### src/rtl/branch_flag_ctrl_pkg.sv
// Shared encodings for the branch/flag controller: condition codes and FSM states.
package branch_flag_ctrl_pkg;

    // Condition codes, low three bits of br_cond; bit 3 is ignored.
    localparam logic [2:0] COND_EQ  = 3'b000;  // z
    localparam logic [2:0] COND_NE  = 3'b001;  // ~z
    localparam logic [2:0] COND_GT  = 3'b010;  // ~z & ~n & ~v
    localparam logic [2:0] COND_LT  = 3'b011;  // n & ~v
    localparam logic [2:0] COND_GE  = 3'b100;  // ~n & ~v
    localparam logic [2:0] COND_LE  = 3'b101;  // (n & ~v) | z
    localparam logic [2:0] COND_OV  = 3'b110;  // v
    localparam logic [2:0] COND_ALW = 3'b111;  // always

    // Controller FSM states.
    typedef enum logic [1:0] {
        ST_IDLE  = 2'd0,
        ST_WAIT  = 2'd1,
        ST_EVAL  = 2'd2,
        ST_FLUSH = 2'd3
    } state_t;

endpackage

### src/rtl/branch_flag_ctrl_cond_eval.sv
// Combinational condition evaluator: decides taken/not-taken from a 4-bit
// condition code and the Z/V/N flags. Bit 3 of the code is a don't-care.
module cond_eval
    import branch_flag_ctrl_pkg::*;
(
    input  logic [3:0] cond,
    input  logic       z,
    input  logic       v,
    input  logic       n,
    output logic       taken
);

    // Bit 3 carries no meaning for condition selection.
    logic unused_cond_hi;
    assign unused_cond_hi = cond[3];

    // Decode the low three bits of the condition code against the flags.
    always_comb begin
        taken = 1'b0;
        case (cond[2:0])
            COND_EQ:  taken = z;
            COND_NE:  taken = ~z;
            COND_GT:  taken = ~z & ~n & ~v;
            COND_LT:  taken = n & ~v;
            COND_GE:  taken = ~n & ~v;
            COND_LE:  taken = (n & ~v) | z;
            COND_OV:  taken = v;
            COND_ALW: taken = 1'b1;
            default:  taken = 1'b0;
        endcase
    end

endmodule

### src/rtl/branch_flag_ctrl.sv
// Branch/flag controller: owns the Z/V/N flags, counts in-flight flag
// writers, holds one branch until older writers retire, resolves it, and
// issues a redirect plus fixed-length flush when taken.
module branch_flag_ctrl
    import branch_flag_ctrl_pkg::*;
#(
    parameter int PC_W      = 16,
    parameter int MAX_PEND  = 3,
    parameter int FLUSH_CYC = 2
) (
    input  logic            clk,
    input  logic            rst,
    input  logic            flag_wr_issue,
    input  logic            flag_wr_valid,
    input  logic            nxt_z,
    input  logic            nxt_v,
    input  logic            nxt_n,
    input  logic            br_valid,
    output logic            br_ready,
    input  logic [3:0]      br_cond,
    input  logic [PC_W-1:0] br_target,
    output logic            redirect_valid,
    output logic [PC_W-1:0] redirect_pc,
    output logic            br_resolved,
    output logic            br_taken,
    output logic            stall,
    output logic            flush,
    output logic            err
);

    localparam int CNT_W = $clog2(MAX_PEND + 1);

    state_t          state, state_nxt;
    logic [CNT_W-1:0] pending, pending_nxt;
    logic            pend_err;
    logic            z, v, n;
    logic            z_nxt, v_nxt, n_nxt;
    logic [3:0]      cond_q, cond_nxt;
    logic [PC_W-1:0] target_q, target_nxt;
    logic [2:0]      flush_cnt;
    logic            eval_taken;

    // Next pending count; overflow and underflow are flagged, count saturates.
    always_comb begin
        pending_nxt = pending;
        pend_err    = 1'b0;
        case ({flag_wr_issue, flag_wr_valid})
            2'b10: begin
                if (pending == CNT_W'(MAX_PEND)) pend_err = 1'b1;
                else                             pending_nxt = pending + 1'b1;
            end
            2'b01: begin
                if (pending == '0) pend_err = 1'b1;
                else               pending_nxt = pending - 1'b1;
            end
            default: pending_nxt = pending;
        endcase
    end

    // Flags as they will be after this edge; a retiring writer always loads.
    always_comb begin
        z_nxt = z;
        v_nxt = v;
        n_nxt = n;
        if (flag_wr_valid) begin
            z_nxt = nxt_z;
            v_nxt = nxt_v;
            n_nxt = nxt_n;
        end
    end

    // Next-state logic plus the state-decoded handshake outputs.
    always_comb begin
        state_nxt  = state;
        cond_nxt   = cond_q;
        target_nxt = target_q;
        br_ready   = 1'b0;
        stall      = 1'b1;
        case (state)
            ST_IDLE: begin
                br_ready = 1'b1;
                stall    = 1'b0;
                if (br_valid) begin
                    cond_nxt   = br_cond;
                    target_nxt = br_target;
                    state_nxt  = (pending_nxt == '0) ? ST_EVAL : ST_WAIT;
                end
            end
            ST_WAIT: begin
                // Leave on the edge the last older writer retires, so EVAL
                // sees its flags already registered.
                if (pending_nxt == '0) state_nxt = ST_EVAL;
            end
            ST_EVAL: begin
                state_nxt = br_taken ? ST_FLUSH : ST_IDLE;
            end
            ST_FLUSH: begin
                if (flush_cnt == '0) state_nxt = ST_IDLE;
            end
            default: state_nxt = ST_IDLE;
        endcase
    end

    // The evaluator looks at the condition and flags that EVAL will hold, so
    // the registered outcome lines up with the EVAL cycle.
    cond_eval u_cond_eval (
        .cond  (cond_nxt),
        .z     (z_nxt),
        .v     (v_nxt),
        .n     (n_nxt),
        .taken (eval_taken)
    );

    // State register.
    always_ff @(posedge clk) begin
        if (rst) state <= ST_IDLE;
        else     state <= state_nxt;
    end

    // Flags, pending counter, sticky error and latched branch.
    always_ff @(posedge clk) begin
        if (rst) begin
            z        <= 1'b0;
            v        <= 1'b0;
            n        <= 1'b0;
            pending  <= '0;
            err      <= 1'b0;
            cond_q   <= '0;
            target_q <= '0;
        end else begin
            z        <= z_nxt;
            v        <= v_nxt;
            n        <= n_nxt;
            pending  <= pending_nxt;
            err      <= err | pend_err;
            cond_q   <= cond_nxt;
            target_q <= target_nxt;
        end
    end

    // Flush down-counter: loaded when leaving EVAL taken, counts down in FLUSH.
    always_ff @(posedge clk) begin
        if (rst) begin
            flush_cnt <= '0;
        end else if (state == ST_EVAL) begin
            flush_cnt <= 3'(FLUSH_CYC - 1);
        end else if (state == ST_FLUSH && flush_cnt != '0) begin
            flush_cnt <= flush_cnt - 1'b1;
        end
    end

    // Registered pulse outputs and redirect target.
    always_ff @(posedge clk) begin
        if (rst) begin
            br_resolved    <= 1'b0;
            br_taken       <= 1'b0;
            redirect_valid <= 1'b0;
            redirect_pc    <= '0;
            flush          <= 1'b0;
        end else begin
            br_resolved    <= (state_nxt == ST_EVAL);
            br_taken       <= (state_nxt == ST_EVAL) & eval_taken;
            redirect_valid <= (state_nxt == ST_EVAL) & eval_taken;
            if (state_nxt == ST_EVAL && eval_taken) redirect_pc <= target_nxt;
            flush          <= (state_nxt == ST_FLUSH);
        end
    end

endmodule

### config.mk
export PLATFORM = sky130hd
export DESIGN_NAME = branch_flag_ctrl
export DESIGN_NICKNAME = d
export VERILOG_FILES = /design/src/rtl/branch_flag_ctrl_pkg.sv /design/src/rtl/branch_flag_ctrl_cond_eval.sv /design/src/rtl/branch_flag_ctrl.sv
export SDC_FILE = /design/constraint.sdc
export NUM_CORES = 1
export LEC_CHECK = 0
export BUFFER_PORTS_ARGS = -buffer_cell sky130_fd_sc_hd__buf_2
export CAP_MARGIN = 20
export CORE_MARGIN = 2
export CORE_UTILIZATION = 40
export DETAILED_ROUTE_END_ITERATION = 10
export PLACE_DENSITY_LB_ADDON = 0.2
export SYNTH_ARGS = -nofsm -noshare
export SYNTH_HDL_FRONTEND = slang
export SYNTH_HIERARCHICAL = 1
export SYNTH_SLANG_ARGS = --single-unit
### constraint.sdc
create_clock -name clk -period 6.5 [get_ports clk]
set_input_delay 0.325 -clock clk [delete_from_list [all_inputs] [get_ports clk]]
set_output_delay 0.325 -clock clk [all_outputs]
set_load 0.05 [all_outputs]
Word level (Yosys, flattened, before mapping)

Cells that the tools add are included.

Add/subtract/negate cells: 3
Multipliers: 0
Divide/modulo/power cells: 0
Magnitude comparators: 0
Equality and inequality tests: 15
Shifts and indexed selects: 0
Mux-type cells: 24
Bitwise logic cells: 10
Reduce and logical (&&, ||, !) cells: 10

Operators with widths:

| kind                                                | count |
|---|---|
| two-way mux 16 bit                                  | 2 |
| two-way mux 2 bit                                   | 7 |
| equality test 2 bit, second input constant          | 6 |
| equality test 3 bit, second input constant          | 4 |
| two-way mux 1 bit                                   | 9 |
| one-hot mux 1 bit (8 select lines)                  | 1 |
| one-hot mux 2 bit (4 select lines)                  | 1 |
| equality test 3 x 2 -> 1 bit, second input constant | 2 |
| logical NOT 2 bit                                   | 3 |
| logical NOT 3 bit                                   | 2 |
| two-way mux 3 bit                                   | 2 |
| bitwise AND 1 bit                                   | 5 |
| equality test 2 x 1 -> 1 bit, second input constant | 2 |
| one-hot mux 2 bit (2 select lines)                  | 1 |
| equality test 3 x 1 -> 1 bit, second input constant | 1 |
| inverter 1 bit                                      | 3 |
| nonzero test 3 bit                                  | 1 |
| subtractor 3 x 1 -> 3 bit, second input constant    | 1 |
| adder 2 x 1 -> 2 bit, second input constant         | 1 |
| logical AND 1 bit                                   | 2 |
| OR 1 bit                                            | 2 |
| one-hot mux 1 bit (2 select lines)                  | 1 |
| nonzero test 2 bit                                  | 1 |
| OR reduction 2 bit                                  | 1 |
| subtractor 2 x 1 -> 2 bit, second input constant    | 1 |

Bits in registers: 49
Latch bits: 0
Memory bits (writable): 0
Memory bits (read-only): 0
Bits of input ports: 28
Output and inout port bits: 23
Logic and storage cells: 76
Memories: 0

Longest topological paths before layout

Depth in word-level cells: 9
Depth in mapped cells: 11
Depth with buffers taken out: 9

Modules after synthesis

Netlist, hierarchy kept.

Modules (own cells, without submodules):

| module           | times used | cells each | area each (sq um) | seq. area each (sq um) |
|---|---|---|---|---|
| branch_flag_ctrl | 1          | 216        | 2040.7            | 1001.0 |
| cond_eval        | 1          | 11         | 71.3              | 0.0 |

Worst setup path before layout

No wires, ideal clock.

Path kind: register -> register
Start: register state[1]
End: register redirect_pc[10]
Library setup time: 121 ps
Data arrival time: 2389 ps
Required time: 6379 ps
Setup slack: 3989 ps
Cell stages (with the launch flop): 12
Path buffers: 2
Clock period less this slack: 2511 ps
Cell sequence: dfxtp_1 -> or3b_2 -> buf_2 -> nand2_1 -> nand2_1 -> o21ai_0 -> o311ai_1 -> a221o_1 -> nand2_1 -> nor2_8 -> buf_12 -> mux2_4

Cells in the longest elaborated chain, start to end: 5
Elaborated cells between the ends (all ways): 21
Classes of those cells: eq/ne (11); mux (7); reduce/logical (3)

RTL lines:

| item                                              | line                             | RTL |
|---|---|---|
| start: declaration                                | branch_flag_ctrl.sv:33           | `state_t state, state_nxt;` |
| start signal: assignment                          | branch_flag_ctrl.sv:117          | `else state <= state_nxt;` |
| logical NOT 2 bit *                               | branch_flag_ctrl.sv:79           | `case (state)` |
| two-way mux 3 bit *                               | branch_flag_ctrl.sv:79           |  |
| net cond_nxt[2]                                   | branch_flag_ctrl.sv:38           | `logic [3:0] cond_q, cond_nxt;` |
| equality test 3 bit, or another cell as far along | branch_flag_ctrl_cond_eval.sv:20 | `case (cond[2:0])` |
| one-hot mux 1 bit (8 select lines) *              | branch_flag_ctrl_cond_eval.sv:20 |  |
| net eval_taken                                    | branch_flag_ctrl.sv:41           | `logic eval_taken;` |
| logical AND 1 bit *                               | branch_flag_ctrl.sv:164          | `if (state_nxt == ST_EVAL && eval_taken) redirect_pc <= target_nxt;` |
| end signal: assignment                            | branch_flag_ctrl.sv:164          |  |
| end: declaration                                  | branch_flag_ctrl.sv:23           | `output logic [PC_W-1:0] redirect_pc,` |

The timed path passes the listed nets; every way through them passes the cells marked *.
A chain may end at the register's enable or synchronous reset.

Final worst setup path

Start: register state[1]
End: register redirect_pc[14]

Same word-level chain as after synthesis.

==> run summary <==
Final sum of negative setup slack: 0 ns. The number of nets in the synthesized netlist is 254. The logs give 3.60 ns for the placement-stage worst setup slack and 0 for the number of buffers inserted by hold repair at cts.

51 I/O pins were placed. Post-route non-filler standard cell count: 339. Setup repair after global routing left no endpoint under its margin. At the pin with the least slew margin, the transition time is 0.838 ns.

In the routed layout, each cell is associated on average with a via count of 4.66. The final worst slack was 3.65 ns; the global routing usage summed across all routing layers was 0.134. The run gives 2 as the buffer depth of the longest clock path. The tools report the worst voltage drop across the vdd grid as 122 uV. The horizontal extent of the die came out at 76.0 um.

Counting the buffers created by CTS gives 5. The number of placed instances, taps included, is 331. The sum of overflow across all layers after global routing is 0.

The share of post-route cells with drive strength above 1 came out at 0.312. The first global-routing pass estimated 6.38 mm of wire. For the worst setup path, the data required time is 6.69 ns. Port buffering added 49 buffers. The logs give 0 for the number of failing hold endpoints at the final stage and 6 for the count of synthesis-stage warnings from yosys. The average footprint of a synthesized cell was 9.35 sq um. Hold is met by 0.275 ns. Once detail routing completed, the nets flagged for antenna violations numbered 0.

The clock sink count came out at 49. In this run the register-to-register setup slack is 3.65 ns. For the worst setup path, the data arrival time is 3.04 ns. The final layout contains routed wiring with a total length of 3.77 mm.

The height of the die was 76.0 um. In the layout the commonest cells are sky130_fd_sc_hd__dfxtp_1, sky130_fd_sc_hd__buf_2, sky130_fd_sc_hd__nand2_1, sky130_fd_sc_hd__a21oi_1, sky130_fd_sc_hd__nor2b_1. The die covers 5780 sq um. TritonCTS built the clock tree. The worst register-to-register path begins at state[1].

The worst hold endpoint is target_q[11]. The startpoint of the worst hold path was br_target[11]. Post-CTS repair changed the size of 0 cells. Dividing the detail-routed wire length by the instance count gives 11.1 um.

The pre-antenna-repair detailed-routing pass consisted of 4 iterations. Power per cell area: 253 nW/um^2. In the synthesized netlist, the number of instances is 222. The latest clock arrival within the worst-skew pair is 0.30 ns, and the maximum achievable frequency is 351 MHz. The critical path goes through or3b_2 -> nand2_1 -> nand2_1 -> o311ai_1 -> a221o_1 -> nand2_1 -> nor2_8 -> mux2_2.

Along the worst path, the maximum fanout reaches 19. The number of diodes was 0. Startpoint type of the worst setup path: a flop.

The worst hold path was traced through 3 stages. The run gives 1579 as the via count. The core region is 5040 sq um.

The largest incremental delay on the critical path works out to 0.70 ns. Buffer and inverter count on the worst path: 0. The mapped cell area was 2080 sq um; the maximum number of pins on one net before global-route repair was 50. Routability-driven placement finished with a final weighted congestion of 0.677. The slowest stage cell on the critical path was sky130_fd_sc_hd__or3b_2. The critical path is of the reg2reg type. The kind of cell with the highest combined delay on the critical path was simple AND/OR/NAND/NOR gates. Clock tree synthesis selected as its root buffer the cell sky130_fd_sc_hd__clkbuf_8. The core occupancy in the finished layout was 0.483.

STA classifies the critical path endpoint as a flop. The violation count after the first detailed-route iteration was 72. The net count of the finished layout is 300. For this run, design rule violations remaining after detail routing come to 0. The initial antenna violation count is 0. The run gives 0.441 as the normalized max-slew margin.

The run gives 0 as the count of final max-slew check failures. Post-CTS timing repair inserted 0 buffers for setup. Across the run, the number of max-cap violations was 0. Starting density of the core: 0.412. Clock-pin slew was measured on the worst setup and hold paths at 0.09 ns. For the via count of the first global-routing pass, the log shows 1496. The worst hold path belongs to the class in2reg. Setup violations remaining at the end of the flow were counted as 0.

The H-tree depth reported by CTS was 2; the clock period minus worst slack was 2.85 ns. The final worst clock skew is 0.00494 ns, and the area growth from synthesis to layout is 17.4%. Row generation in the floorplan step produced 26 rows. The flow ran to the end, and the final reports show no timing, DRC or antenna violations.

The worst register-to-register path has a depth of 8. Once detailed placement completed, the half-perimeter wirelength came to 2.51 mm. The ratio of final minimum period to clock period is 0.439, and the static leakage is 1.09 nW. By instance count, the cell type seen most on the critical path is sky130_fd_sc_hd__nand2_1. The endpoint identified for the worst register-to-register timing path is redirect_pc[14].
-- tightest hold or removal path: cells and delay by family --
kind / cells / cell delay (ns)
AOI/OAI and AO/OA: 1 / 0.06
and+or+nand+nor: 1 / 0.04
buffers and inverters: 1 / 0.09
-- layout make-up --
type / instances / area [sq um]
fillers: 474 / 2610
multi-input cells: 154 / 1000
flip-flops and latches: 49 / 981
repair buffers: 50 / 253
well taps: 70 / 87.6
clock buffers: 6 / 72.6
inverters: 8 / 30.0
clock inverters: 2 / 10.0
-- registers in the layout, indices dropped and copies added (netlist names) --
signal / cells
br_resolved: 1
br_taken: 1
cond_q: 3
err: 1
flush: 1
flush_cnt: 3
n: 1
pending: 2
redirect_pc: 16
state: 2
target_q: 16
v: 1
z: 1
-- per-stage QoR --
stage	power, W	cell area (sq um)
after floorplan	0.000427	2080
after global routing	0.000652	2440
after CTS	0.000627	2440
after detailed placement	0.000452	2350
final	0.000617	2440
after global placement	0.000451	2350
-- per-layer routing --
| metal | wire [um] | share of wire | vias up | global-route usage |
|---|---|---|---|---|
| met2 | 1760 | 0.47 | 31 | 0.228 |
| met3 | 177 | 0.047 | 4 | 0.0415 |
| li1 | - | - | 824 | - |
| met4 | 37 | 0.0098 | 0 | 0.0436 |
| met1 | 1800 | 0.48 | 720 | 0.163 |
| met5 | 0 | 0 | - | 0 |
-- how the worst max path moves through the flow --
| stage | cells past startpoint | end | slack, ns | from |
|---|---|---|---|---|
| floorplan | 11 | redirect_pc[10] | 4.00 | state[1] |
| global placement | 9 | redirect_pc[2] | 3.64 | br_valid |
| CTS | 8 | redirect_pc[14] | 3.61 | state[1] |
| global route | 8 | redirect_pc[0] | 3.49 | state[1] |
| finish | 8 | redirect_pc[14] | 3.65 | state[1] |
| detailed placement | 9 | redirect_pc[14] | 3.60 | br_valid |
-- power breakdown --
group,internal [W],switching [W]
registers,0.000317,0.00000663
logic,0.0000439,0.0000758
clock network,0.0000748,0.0000991
Note: power is estimated with default switching activity, not from simulation.
